==> config.mk <==
export PLATFORM = sky130hd
export DESIGN_NAME = bht_update_queue
export DESIGN_NICKNAME = d
export VERILOG_FILES = /design/src/rtl/bht_update_queue.sv
export SDC_FILE = /design/constraint.sdc
export NUM_CORES = 1
export LEC_CHECK = 0
export BUFFER_PORTS_ARGS = -buffer_cell sky130_fd_sc_hd__buf_4
export CORE_MARGIN = 4
export CORE_UTILIZATION = 65
export DETAILED_ROUTE_END_ITERATION = 10
export PLACE_DENSITY = 0.86
export RECOVER_POWER = 50
export REMOVE_ABC_BUFFERS = 1
export SETUP_SLACK_MARGIN = 0.15
export SLEW_MARGIN = 20
export SYNTH_ARGS = -nofsm -noshare
export SYNTH_HDL_FRONTEND = slang
export SYNTH_SLANG_ARGS = --single-unit
==> constraint.sdc <==
create_clock -name clk_i -period 5.8 [get_ports clk_i]
set_input_delay 0.58 -clock clk_i [delete_from_list [all_inputs] [get_ports clk_i]]
set_output_delay 0.58 -clock clk_i [all_outputs]
set_load 0.01 [all_outputs]
==> src/rtl/bht_update_queue.sv <==
`default_nettype none
// ============================================================================
//  Module   : bht_update_queue
//  Purpose  : Buffers resolved conditional-branch outcomes from two commit
//             ports in a circular FIFO and drains them to the branch history
//             table at one update per cycle. Also keeps a saturating count of
//             accepted mispredicted branches.
//  Revision : 1.0 - initial release
// ----------------------------------------------------------------------------
//  Parameters
//    DEPTH      FIFO entries (power of two, >= 4)
//    CNT_WIDTH  width of the misprediction counter
//    VLEN       virtual address width of a branch PC
//  Ports
//    clk_i                 clock
//    rst_ni                synchronous active-low reset
//    flush_i               discard every buffered update, accept nothing
//    debug_mode_i          core in debug mode; new resolutions are dropped
//    resolve_valid_i[1:0]  per-port resolution valid (port 0 is older)
//    resolve_is_branch_i   resolution is a conditional branch
//    resolve_pc_i          branch PC per port
//    resolve_taken_i       actual outcome per port
//    resolve_pred_taken_i  predicted outcome per port
//    resolve_ready_o       room for two more entries this cycle
//    bht_update_o          {valid, pc[VLEN-1:0], taken}, MSB first
//    mispredict_cnt_o      saturating misprediction count
// ============================================================================
module bht_update_queue #(
   parameter int unsigned DEPTH     = 8,
   parameter int unsigned CNT_WIDTH = 32,
   parameter int unsigned VLEN      = 64
) (
   input  logic                 clk_i,
   input  logic                 rst_ni,
   input  logic                 flush_i,
   input  logic                 debug_mode_i,
   input  logic [1:0]           resolve_valid_i,
   input  logic [1:0]           resolve_is_branch_i,
   input  logic [1:0][VLEN-1:0] resolve_pc_i,
   input  logic [1:0]           resolve_taken_i,
   input  logic [1:0]           resolve_pred_taken_i,
   output logic                 resolve_ready_o,
   output logic [VLEN+1:0]      bht_update_o,
   output logic [CNT_WIDTH-1:0] mispredict_cnt_o
);

   localparam int unsigned          c_PTR_W     = $clog2(DEPTH);
   localparam int unsigned          c_OCC_W     = c_PTR_W + 1;
   localparam int unsigned          c_SUM_W     = CNT_WIDTH + 1;
   localparam logic [c_OCC_W-1:0]   c_READY_MAX = c_OCC_W'(DEPTH - 2);
   localparam logic [c_PTR_W-1:0]   c_PTR_ONE   = c_PTR_W'(1);
   localparam logic [CNT_WIDTH-1:0] c_CNT_MAX   = '1;

   // FIFO storage and bookkeeping
   logic [VLEN-1:0]      r_pc [DEPTH];
   logic [DEPTH-1:0]     r_taken;
   logic [c_PTR_W-1:0]   r_rptr;
   logic [c_PTR_W-1:0]   r_wptr;
   logic [c_OCC_W-1:0]   r_count;
   logic [CNT_WIDTH-1:0] r_mis_cnt;

   logic                 w_ready;
   logic                 w_pop;
   logic [1:0]           w_acc;
   logic [1:0]           w_mis;
   logic [1:0]           w_num_acc;
   logic [1:0]           w_num_mis;
   logic [c_PTR_W-1:0]   w_waddr1;
   logic [c_SUM_W-1:0]   w_mis_sum;

   always_comb begin
      // Ready depends only on registered occupancy, so there is no
      // combinational path from the resolve inputs to resolve_ready_o.
      w_ready = (r_count <= c_READY_MAX);
      w_pop   = (r_count != '0) && !flush_i;

      for (int i = 0; i < 2; i++) begin
         w_acc[i] = resolve_valid_i[i] & resolve_is_branch_i[i] & w_ready
                    & ~flush_i & ~debug_mode_i;
         w_mis[i] = w_acc[i] & (resolve_taken_i[i] ^ resolve_pred_taken_i[i]);
      end

      w_num_acc = {1'b0, w_acc[0]} + {1'b0, w_acc[1]};
      w_num_mis = {1'b0, w_mis[0]} + {1'b0, w_mis[1]};

      // Port 1 lands directly behind port 0, or in port 0's slot when
      // port 0 carried nothing this cycle.
      w_waddr1 = w_acc[0] ? (r_wptr + c_PTR_ONE) : r_wptr;

      // One extra bit catches the carry out for saturation.
      w_mis_sum = {1'b0, r_mis_cnt} + c_SUM_W'(w_num_mis);

      resolve_ready_o  = w_ready;
      bht_update_o     = {w_pop, r_pc[r_rptr], r_taken[r_rptr]};
      mispredict_cnt_o = r_mis_cnt;
   end

   always_ff @(posedge clk_i) begin
      if (!rst_ni) begin
         r_rptr    <= '0;
         r_wptr    <= '0;
         r_count   <= '0;
         r_taken   <= '0;
         r_mis_cnt <= '0;
         for (int unsigned i = 0; i < DEPTH; i++) begin
            r_pc[i] <= '0;
         end
      end else begin
         if (w_acc[0]) begin
            r_pc[r_wptr]    <= resolve_pc_i[0];
            r_taken[r_wptr] <= resolve_taken_i[0];
         end
         if (w_acc[1]) begin
            r_pc[w_waddr1]    <= resolve_pc_i[1];
            r_taken[w_waddr1] <= resolve_taken_i[1];
         end

         if (flush_i) begin
            r_rptr  <= '0;
            r_wptr  <= '0;
            r_count <= '0;
         end else begin
            r_wptr  <= r_wptr + c_PTR_W'(w_num_acc);
            r_rptr  <= r_rptr + c_PTR_W'(w_pop);
            r_count <= r_count + c_OCC_W'(w_num_acc) - c_OCC_W'(w_pop);
         end

         // Flush blocks acceptance, so it can never add mispredicts, and it
         // deliberately leaves the running count intact.
         r_mis_cnt <= w_mis_sum[CNT_WIDTH] ? c_CNT_MAX : w_mis_sum[CNT_WIDTH-1:0];
      end
   end

endmodule
`default_nettype wire

# Word level (Yosys, flattened, before mapping)
# Memories as Yosys holds them, arrays and structs flattened. A register that Yosys moved wholly into a read port is not among the register bits.
# Cells that the tools add are included.
classes:
  n_addsub: 8
  n_mul: 0
  div: 0
  n_lt_le_gt_ge: 6
  eq_ne: 0
  n_shift: 0
  mux: 27
  n_bitwise: 15
  reduce_logical: 8
op_table:
  columns: ["op", "n"]
  rows:
  - ["$mux 64", 2]
  - ["$reduce_or 64->1", 2]
  - ["$add 32x2->33", 1]
  - ["$mux 32", 1]
  - ["$mux 8", 3]
  - ["$bwmux 8", 2]
  - ["$lt 3x4->1 const B", 3]
  - ["$mux 1", 12]
  - ["$mux 3", 4]
  - ["$and 1x1->1", 10]
  - ["$demux 1 s3", 2]
  - ["$ge 3x1->1 const B", 2]
  - ["$add 1x1->2", 2]
  - ["$add 4x2->4", 1]
  - ["$le 4x3->1 const B", 1]
  - ["$reduce_bool 4->1", 1]
  - ["$sub 4x1->4", 1]
  - ["$add 3x1->3", 1]
  - ["$add 3x1->3 const B", 1]
  - ["$add 3x2->3", 1]
  - ["$bmux 1 s3", 1]
  - ["$logic_and 1x1->1", 3]
  - ["$not 1->1", 3]
  - ["$reduce_or 2->1", 1]
  - ["2 further kinds", 3]
word_totals:
  regBits: 50
  latch_bits: 0
  ramBits: 512
  romBits: 0
  inputBits: 140
  out_inout_bits: 99
  elab_cells: 70
  memories: 1
memory_table:
  columns: ["memory", "depth", "word_bits", "read_ports", "rd_clocked_by_memory_dff", "write_ports", "line_no", "rtl"]
  rows:
  - ["r_pc", 8, 64, 1, 1, 8, "55", "logic [VLEN-1:0] r_pc [DEPTH];"]

# Depth between registers and ports, before layout
# Gate-level depths: netlist of run 1.
logic_depth:
  word_depth: 11
  ltp_mapped: 15
  depth_no_buf: 14

# Worst setup path before layout of run 1
# OpenSTA, ideal clock, no wires.
synth_timing:
  path_type: "input to register"
  from: "input port debug_mode_i"
  to: "memory r_pc[0][0], enable pin"
  setup_ps: 433
  arrival_ps: 3257
  required_time_ps: 5367
  slack_ps: 2111
  cell_stages: 5
  path_cell_list: "and4bb_1 buf_4 mux2_4 o31ai_1 nand2b_1"
synth_lines:
  columns: ["element", "line_no", "rtl"]
  rows:
  - ["from (decl)", "36", "input logic debug_mode_i,"]
  - ["to (decl)", "55", null]

==> results of run 1 <==
per-layer routing:
layer	vias up	wire, um	global-route usage (%)
met1	9637	27300	43.2
met2	1664	38400	54.5
met4	6	3150	12.8
li1	7935	-	-
met3	277	11100	10.4
met5	-	36	0
cell type report:
class | instances | area [sq um]
inverter | 23 | 86.3
multi-input combinational | 1034 | 10400
timing repair buffer | 268 | 1900
antenna | 5 | 12.5
sequential | 562 | 16400
clock buffer | 76 | 1520
clock inverter | 26 | 200
tap | 539 | 674
fill | 2533 | 11100
synthesized netlist by cell type (2+ instances only):
library cell / number / area, sq um
or4_1: 2 / 15.0
o41ai_1: 3 / 26.3
buf_2: 28 / 140
nor2_1: 10 / 37.5
a211oi_1: 3 / 22.5
nor4_1: 3 / 18.8
o21ai_0: 6 / 30.0
ha_1: 13 / 163
o311a_1: 2 / 20.0
xor2_1: 10 / 87.6
nor3_2: 8 / 80.1
o2bb2ai_1: 520 / 4550
buf_1: 67 / 251
nand3_1: 14 / 70.1
nand2b_1: 13 / 81.3
buf_6: 20 / 225
mux4_2: 130 / 2930
o311ai_0: 9 / 78.8
a21o_1: 2 / 15.0
or3_1: 5 / 31.3
mux2_2: 65 / 732
nand2_1: 84 / 315
nand3b_1: 2 / 15.0
xnor2_1: 6 / 52.6
fa_1: 3 / 60.1
edfxtp_1: 512 / 15400
o31ai_1: 11 / 82.6
nor3b_1: 3 / 22.5
and2_1: 11 / 68.8
dfxtp_1: 50 / 1000
nor2b_1: 3 / 18.8
and3_1: 6 / 37.5
buf_4: 34 / 255
and3b_1: 4 / 35.0
inv_1: 22 / 82.6
mux2i_1: 9 / 90.1
clkbuf_1: 92 / 345
nor3_1: 5 / 25.0
nand4_1: 24 / 150
a21oi_1: 14 / 70.1
a31oi_1: 10 / 62.6
and4_1: 6 / 52.6
and4bb_1: 2 / 25.0
placed cells by master, fill, tap and decap left out, types with 14 or more instances in the layout:
cell type | synthesis | routed
mux4_2 | 130 | 130
clkbuf_1 | 92 | 56
a21oi_1 | 14 | 14
mux2_2 | 65 | 57
dfxtp_1 | 50 | 47
nand4_1 | 24 | 24
clkbuf_16 | 0 | 58
nand3_1 | 14 | 14
inv_1 | 22 | 22
edfxtp_1 | 512 | 512
buf_4 | 34 | 220
o2bb2ai_1 | 520 | 520
nand2_1 | 84 | 84
sequential cells by signal, summed over array words and instances, names as in the netlist:
register	count
r_pc	512
mispredict_cnt_o	32
r_taken	8
r_count	4
r_rptr	3
r_wptr	3
stage by stage:
step	util [%]	std cells	TNS [ps]	power [W]
2_1_floorplan	-	1619	-74780	0.00527
3_3_place_gp	70.1	2424	0	0.00562
3_5_place_dp	70.2	2426	0	0.00566
4_1_cts	74.3	2528	0	0.00904
5_1_grt	73.8	2530	0	0.00929
6_report	73.8	2533	0	0.00905
how the worst max path moves through the flow:
stage / from / end / slack [ps] / depth (start not counted)
after floorplan: r_rptr[0] / bht_update_o[0] / -1130 / 2
after global placement: debug_mode_i / mispredict_cnt_o[0] / 1870 / 10
after detailed placement: debug_mode_i / mispredict_cnt_o[14] / 1710 / 10
after CTS: r_count[3] / mispredict_cnt_o[6] / 1820 / 12
after global routing: r_wptr[0] / r_pc[4][60] / 800 / 5
final: r_wptr[0] / r_pc[4][19] / 970 / 5
worst max-delay path: cells and delay by family (launching register included):
family	cells	cell delay (ps)
compound gates	1	320
fa+ha+maj	1	370
buf+inv	1	710
flops	1	660
mux	1	360
simple gates	1	2020
kinds of logic (layout without fill, tap and decap cells):
family | Yosys count | count (layout) | share of synthesized area (%)
DFF | 562 | 562 | 58.5
muxes | 206 | 206 | 13.5
and+or+nand+nor | 208 | 208 | 4.05
AOI/OAI and AO/OA | 588 | 588 | 18.0
xor gates and xnor gates | 16 | 16 | 0.500
other | 0 | 5 | 0
buffers and inverters | 265 | 393 | 4.67
adders and majority gates | 16 | 16 | 0.795
where the power goes:
group	internal [W]	switching, W	leakage (nW)	total [W]
clock network	0.00196	0.00151	0.837	0.00347
registers	0.00456	0.0000752	5.70	0.00464
logic	0.000420	0.000516	3.64	0.000936
==> flow_summary.yaml, run 1 <==
synth:
  synth_seq_cells: 562
  synth_area_sq_mm: 0.0280
  synth_area_per_cell_sq_um: 15.0
  synthArstFlopShare_pct: 0
  synth.yosys.seq_area_share_pct: 58.5
  yosys_warnings: 0
  synth-edff-count: 512
  synth_cell_types: 58
  ys.flop_type: "edfxtp_1"
  synthCells: 1861
sta:
  holdWs_ps: 279
  setup_viol: 0
  rsz0062_at_grt: "false"
  worst_slew_pin_slew_ps: 2720
  drv_slew: 618
  relSlewSlack_pct: -81.5
  fmax_ghz: 0.207
  fin_ws_ps: 969
  post-route-min-period_ps: 4830
  skew_ps: 11.5
  hold_violations: 0
  finalCritPeriodShare_pct: 83.3
cts:
  cts_hold_buffers: 0
  clock_path_buffers: 3
  cts_resized: 0
  post_cts_buffers: 0
  cts_buffers: 55
  cts_root_buf: "clkbuf_16"
  ctsHtreeMaxLevel: 2
  clkTransAtPathRegs_ps: 60
  clkSinkCount: 562
  clk_latency_ps: 610
  tritoncts: "done"
critical_path:
  setup.worst_path.class: "reg2reg"
  end_kind: "flip-flop"
  worstPathCellList: "ha_1, mux2_4, o31ai_1, nand2b_1, buf_4"
  slowest_stage: "nand2b_1"
  crit-reg2reg-capture: "r_pc[4][19]"
  cp.required_ps: 6040
  cp-start-kind: "flip-flop"
  r2r_start: "r_wptr[0]"
  ff2ff_path_depth: 5
  reg2reg_slack_ps: 970
  arrival_ps: 5070
  path_max_fanout: 37
  worst_path_largest_cell_delay_ps: 2020
pwr:
  p_leak_nw: 10.2
  ir_worst_vdd_mv: 0.210
  pwr_density_cell_mw_per_mm2: 290
job:
  maxCapViolations: 13
global_routing:
  grtUsageTotal_pct: 33.6
  grt_pass1_vias: 20100
  grt_max_degree: 83
  grt_pass1_wl_um: 119000
  grt_overflow: 0
  antenna_found_initial: 7
detailed_routing:
  drtIter0Drc: 2766
  vias: 19500
  wl_per_cell_um: 31.6
  wirelength_um: 80000
  vias_per_cell: 7.71
  drc: 0
  dr.pass1.iters: 6
  ant_nets: 0
place:
  post-place-ws_ps: 1710
  placed_cell_area_sq_mm: 0.0296
  hpwl_um: 41600
  place.gp.congestion: 0.894
  io_buffer_count: 238
hold_path:
  whs_path_depth: 2
  hold_end: "r_taken[2]"
  hold_path_class: "in2reg"
  hold_start: "resolve_taken_i[1]"
floorplan:
  core-area_sq_mm: 0.0422
  die_area_sq_mm: 0.0465
  io_pins: 239
  row_count: 75
  initial_utilization_pct: 66.3
  die-width_um: 216
  die_h_um: 216
cells_and_area:
  layout-drive-gt1-share_pct: 25.5
  layout.nets: 2100
  final_area_sq_mm: 0.0312
  area_growth_pct: 11.3
status:
  violations: "max-capacitance violations, max-slew violations"
  status: "finished with violations"
Note: power is estimated with default switching activity, not from simulation.
==> run 2: changes to the inputs <==
--- a/config.mk
+++ b/config.mk
@@ -7,9 +7,9 @@
 export LEC_CHECK = 0
 export BUFFER_PORTS_ARGS = -buffer_cell sky130_fd_sc_hd__buf_4
 export CORE_MARGIN = 4
-export CORE_UTILIZATION = 65
+export CORE_UTILIZATION = 55
 export DETAILED_ROUTE_END_ITERATION = 10
-export PLACE_DENSITY = 0.86
+export PLACE_DENSITY = 0.77
 export RECOVER_POWER = 50
 export REMOVE_ABC_BUFFERS = 1
 export SETUP_SLACK_MARGIN = 0.15
==> constraint.sdc (replaced) <==
create_clock -name clk_i -period 3.85 [get_ports clk_i]
set_input_delay 0.385 -clock clk_i [delete_from_list [all_inputs] [get_ports clk_i]]
set_output_delay 0.385 -clock clk_i [all_outputs]
set_load 0.01 [all_outputs]
==> flow_summary.yaml, run 2 (synthesis gave the netlist of run 1 again) <==
global_routing:
  grt_max_degree: 75
  antenna_found_initial: 12
  grtUsageTotal_pct: 29.1
  grt_overflow: 0
  grt_pass1_wl_um: 120000
  grt_pass1_vias: 19400
detailed_routing:
  vias: 19100
  ant_nets: 0
  vias_per_cell: 7.11
  dr.pass1.iters: 5
  wirelength_um: 80400
  drtIter0Drc: 2300
  wl_per_cell_um: 29.9
  drc: 0
sta:
  hold_violations: 0
  holdWs_ps: 103
  worst_slew_pin_slew_ps: 2170
  post-route-min-period_ps: 3430
  skew_ps: 11.6
  rsz0062_at_grt: "false"
  setup_viol: 0
  relSlewSlack_pct: -44.7
  drv_slew: 330
  finalCritPeriodShare_pct: 89.0
  fin_ws_ps: 423
  fmax_ghz: 0.292
cts:
  clkTransAtPathRegs_ps: 60
  cts_buffers: 57
  post_cts_buffers: 0
  tritoncts: "done"
  ctsHtreeMaxLevel: 2
  clkSinkCount: 562
  cts_root_buf: "clkbuf_16"
  clk_latency_ps: 610
  clock_path_buffers: 3
floorplan:
  core-area_sq_mm: 0.0503
  die-width_um: 234
  die_area_sq_mm: 0.0546
  row_count: 82
  initial_utilization_pct: 55.7
  io_pins: 239
  die_h_um: 234
critical_path:
  crit-reg2reg-capture: "r_pc[1][50]"
  end_kind: "flip-flop"
  setup.worst_path.class: "reg2reg"
  slowest_stage: "clkbuf_2"
  path_max_fanout: 65
  arrival_ps: 3690
  reg2reg_slack_ps: 420
  worstPathCellList: "inv_1, ha_1, nand3_1, nand4_1, clkbuf_2, o2bb2ai_1"
  r2r_start: "r_count[3]"
  worst_path_largest_cell_delay_ps: 1580
  cp-start-kind: "flip-flop"
  cp.required_ps: 4120
  ff2ff_path_depth: 6
place:
  hpwl_um: 43900
  place.gp.congestion: 0.881
  io_buffer_count: 238
  post-place-ws_ps: 423
cells_and_area:
  largest_reg_flops: 512
  nFillCells: 3713
  layout-drive-gt1-share_pct: 27.3
  top_register: "r_pc"
  mostFrequentLayoutCells: "o2bb2ai_1 (520), edfxtp_1 (512), buf_4 (236)"
  layout.nets: 2127
  final_common_cell: "o2bb2ai_1"
  area_growth_pct: 13.2
job:
  maxCapViolations: 5
pwr:
  p_leak_nw: 10.4
  pwr_density_cell_mw_per_mm2: 430
  ir_worst_vdd_mv: 0.346
hold_path:
  hold_end: "r_taken[2]"
  hold_path_class: "in2reg"
  hold_start: "resolve_taken_i[1]"
  whs_path_depth: 2
status:
  status: "finished with violations"
  violations: "max-capacitance violations, max-slew violations"
==> run 2: changes by cell type in the layout (fill, tap and decap cells not counted), moves of 2 or more <==
cell / change
buf_4: +16
buf_12: +13
mux2_1: -8
mux2_2: +8
clkbuf_1: -4
nand2b_1: -4
nand2b_2: +4
and2_0: +2
and2_1: -2
nor3_1: -2
nor3_4: +2
==> run 2: layer usage <==
layer  vias up  GRT usage [%]  part of all wire [%]
met5         -              0                 0.095
met4        10           9.38                   3.1
met2      1329           47.5                    48
met1      9635           39.6                    37
met3       194           5.84                    12
li1       7975              -                     -
==> run 2: cell type report <==
cell class / count / area (sq um) / share of cell area (%)
flip-flops and latches: 562 / 16400 / 51.7
multi-input cells: 1034 / 10400 / 32.8
repair buffers: 293 / 2270 / 7.17
clock buffers: 77 / 1540 / 4.87
well taps: 672 / 841 / 2.65
clock inverters: 24 / 158 / 0.497
inverters: 23 / 86.3 / 0.272
diodes: 6 / 15.0 / 0.0473
==> run 2: what timing repair did <==
action / CTS / global route
setup endpoints to repair: 0 / 13
hold endpoints to repair: 0 / 0
hold buffers: 0 / 0
resized for setup: 0 / 2
==> run 2: report_power, final <==
group          internal, W  switching (W)  leakage (nW)
Sequential         0.00687       0.000101          5.70
Combinational     0.000680       0.000795          3.84
Clock              0.00292        0.00227         0.833
Total               0.0105        0.00316          10.4
==> run 2: worst max path at each step <==
stage / endpoint / startpoint / slack, ps
after floorplan: bht_update_o[0] / r_rptr[0] / -2880
after global placement: mispredict_cnt_o[0] / r_count[3] / 490
after detailed placement: mispredict_cnt_o[3] / r_count[3] / 420
after CTS: mispredict_cnt_o[13] / r_count[3] / 390
after global routing: mispredict_cnt_o[21] / r_count[3] / 240
final: r_pc[1][50] / r_count[3] / 420
==> run 2: worst max-delay path: cells and delay by family, from the launching register on <==
kind,cells,cell delay [ps]
buf+inv,2,1650
simple gates,2,620
flops,1,300
compound gates,1,290
fa+ha+maj,1,170
==> run 2: through the flow <==
| step | power (W) | utilization (%) | setup TNS [ps] | area (sq um) | instances |
|---|---|---|---|---|---|
| 2_1_floorplan | 0.00793 | - | -699620 | 26800 | 1619 |
| 3_5_place_dp | 0.00858 | 60.0 | 0 | 30200 | 2584 |
| 4_1_cts | 0.0137 | 63.4 | 0 | 31900 | 2685 |
| 6_report | 0.0136 | 63.1 | 0 | 31700 | 2691 |
| 3_3_place_gp | 0.00854 | 60.0 | 0 | 30200 | 2584 |
| 5_1_grt | 0.0140 | 63.1 | 0 | 31700 | 2689 |
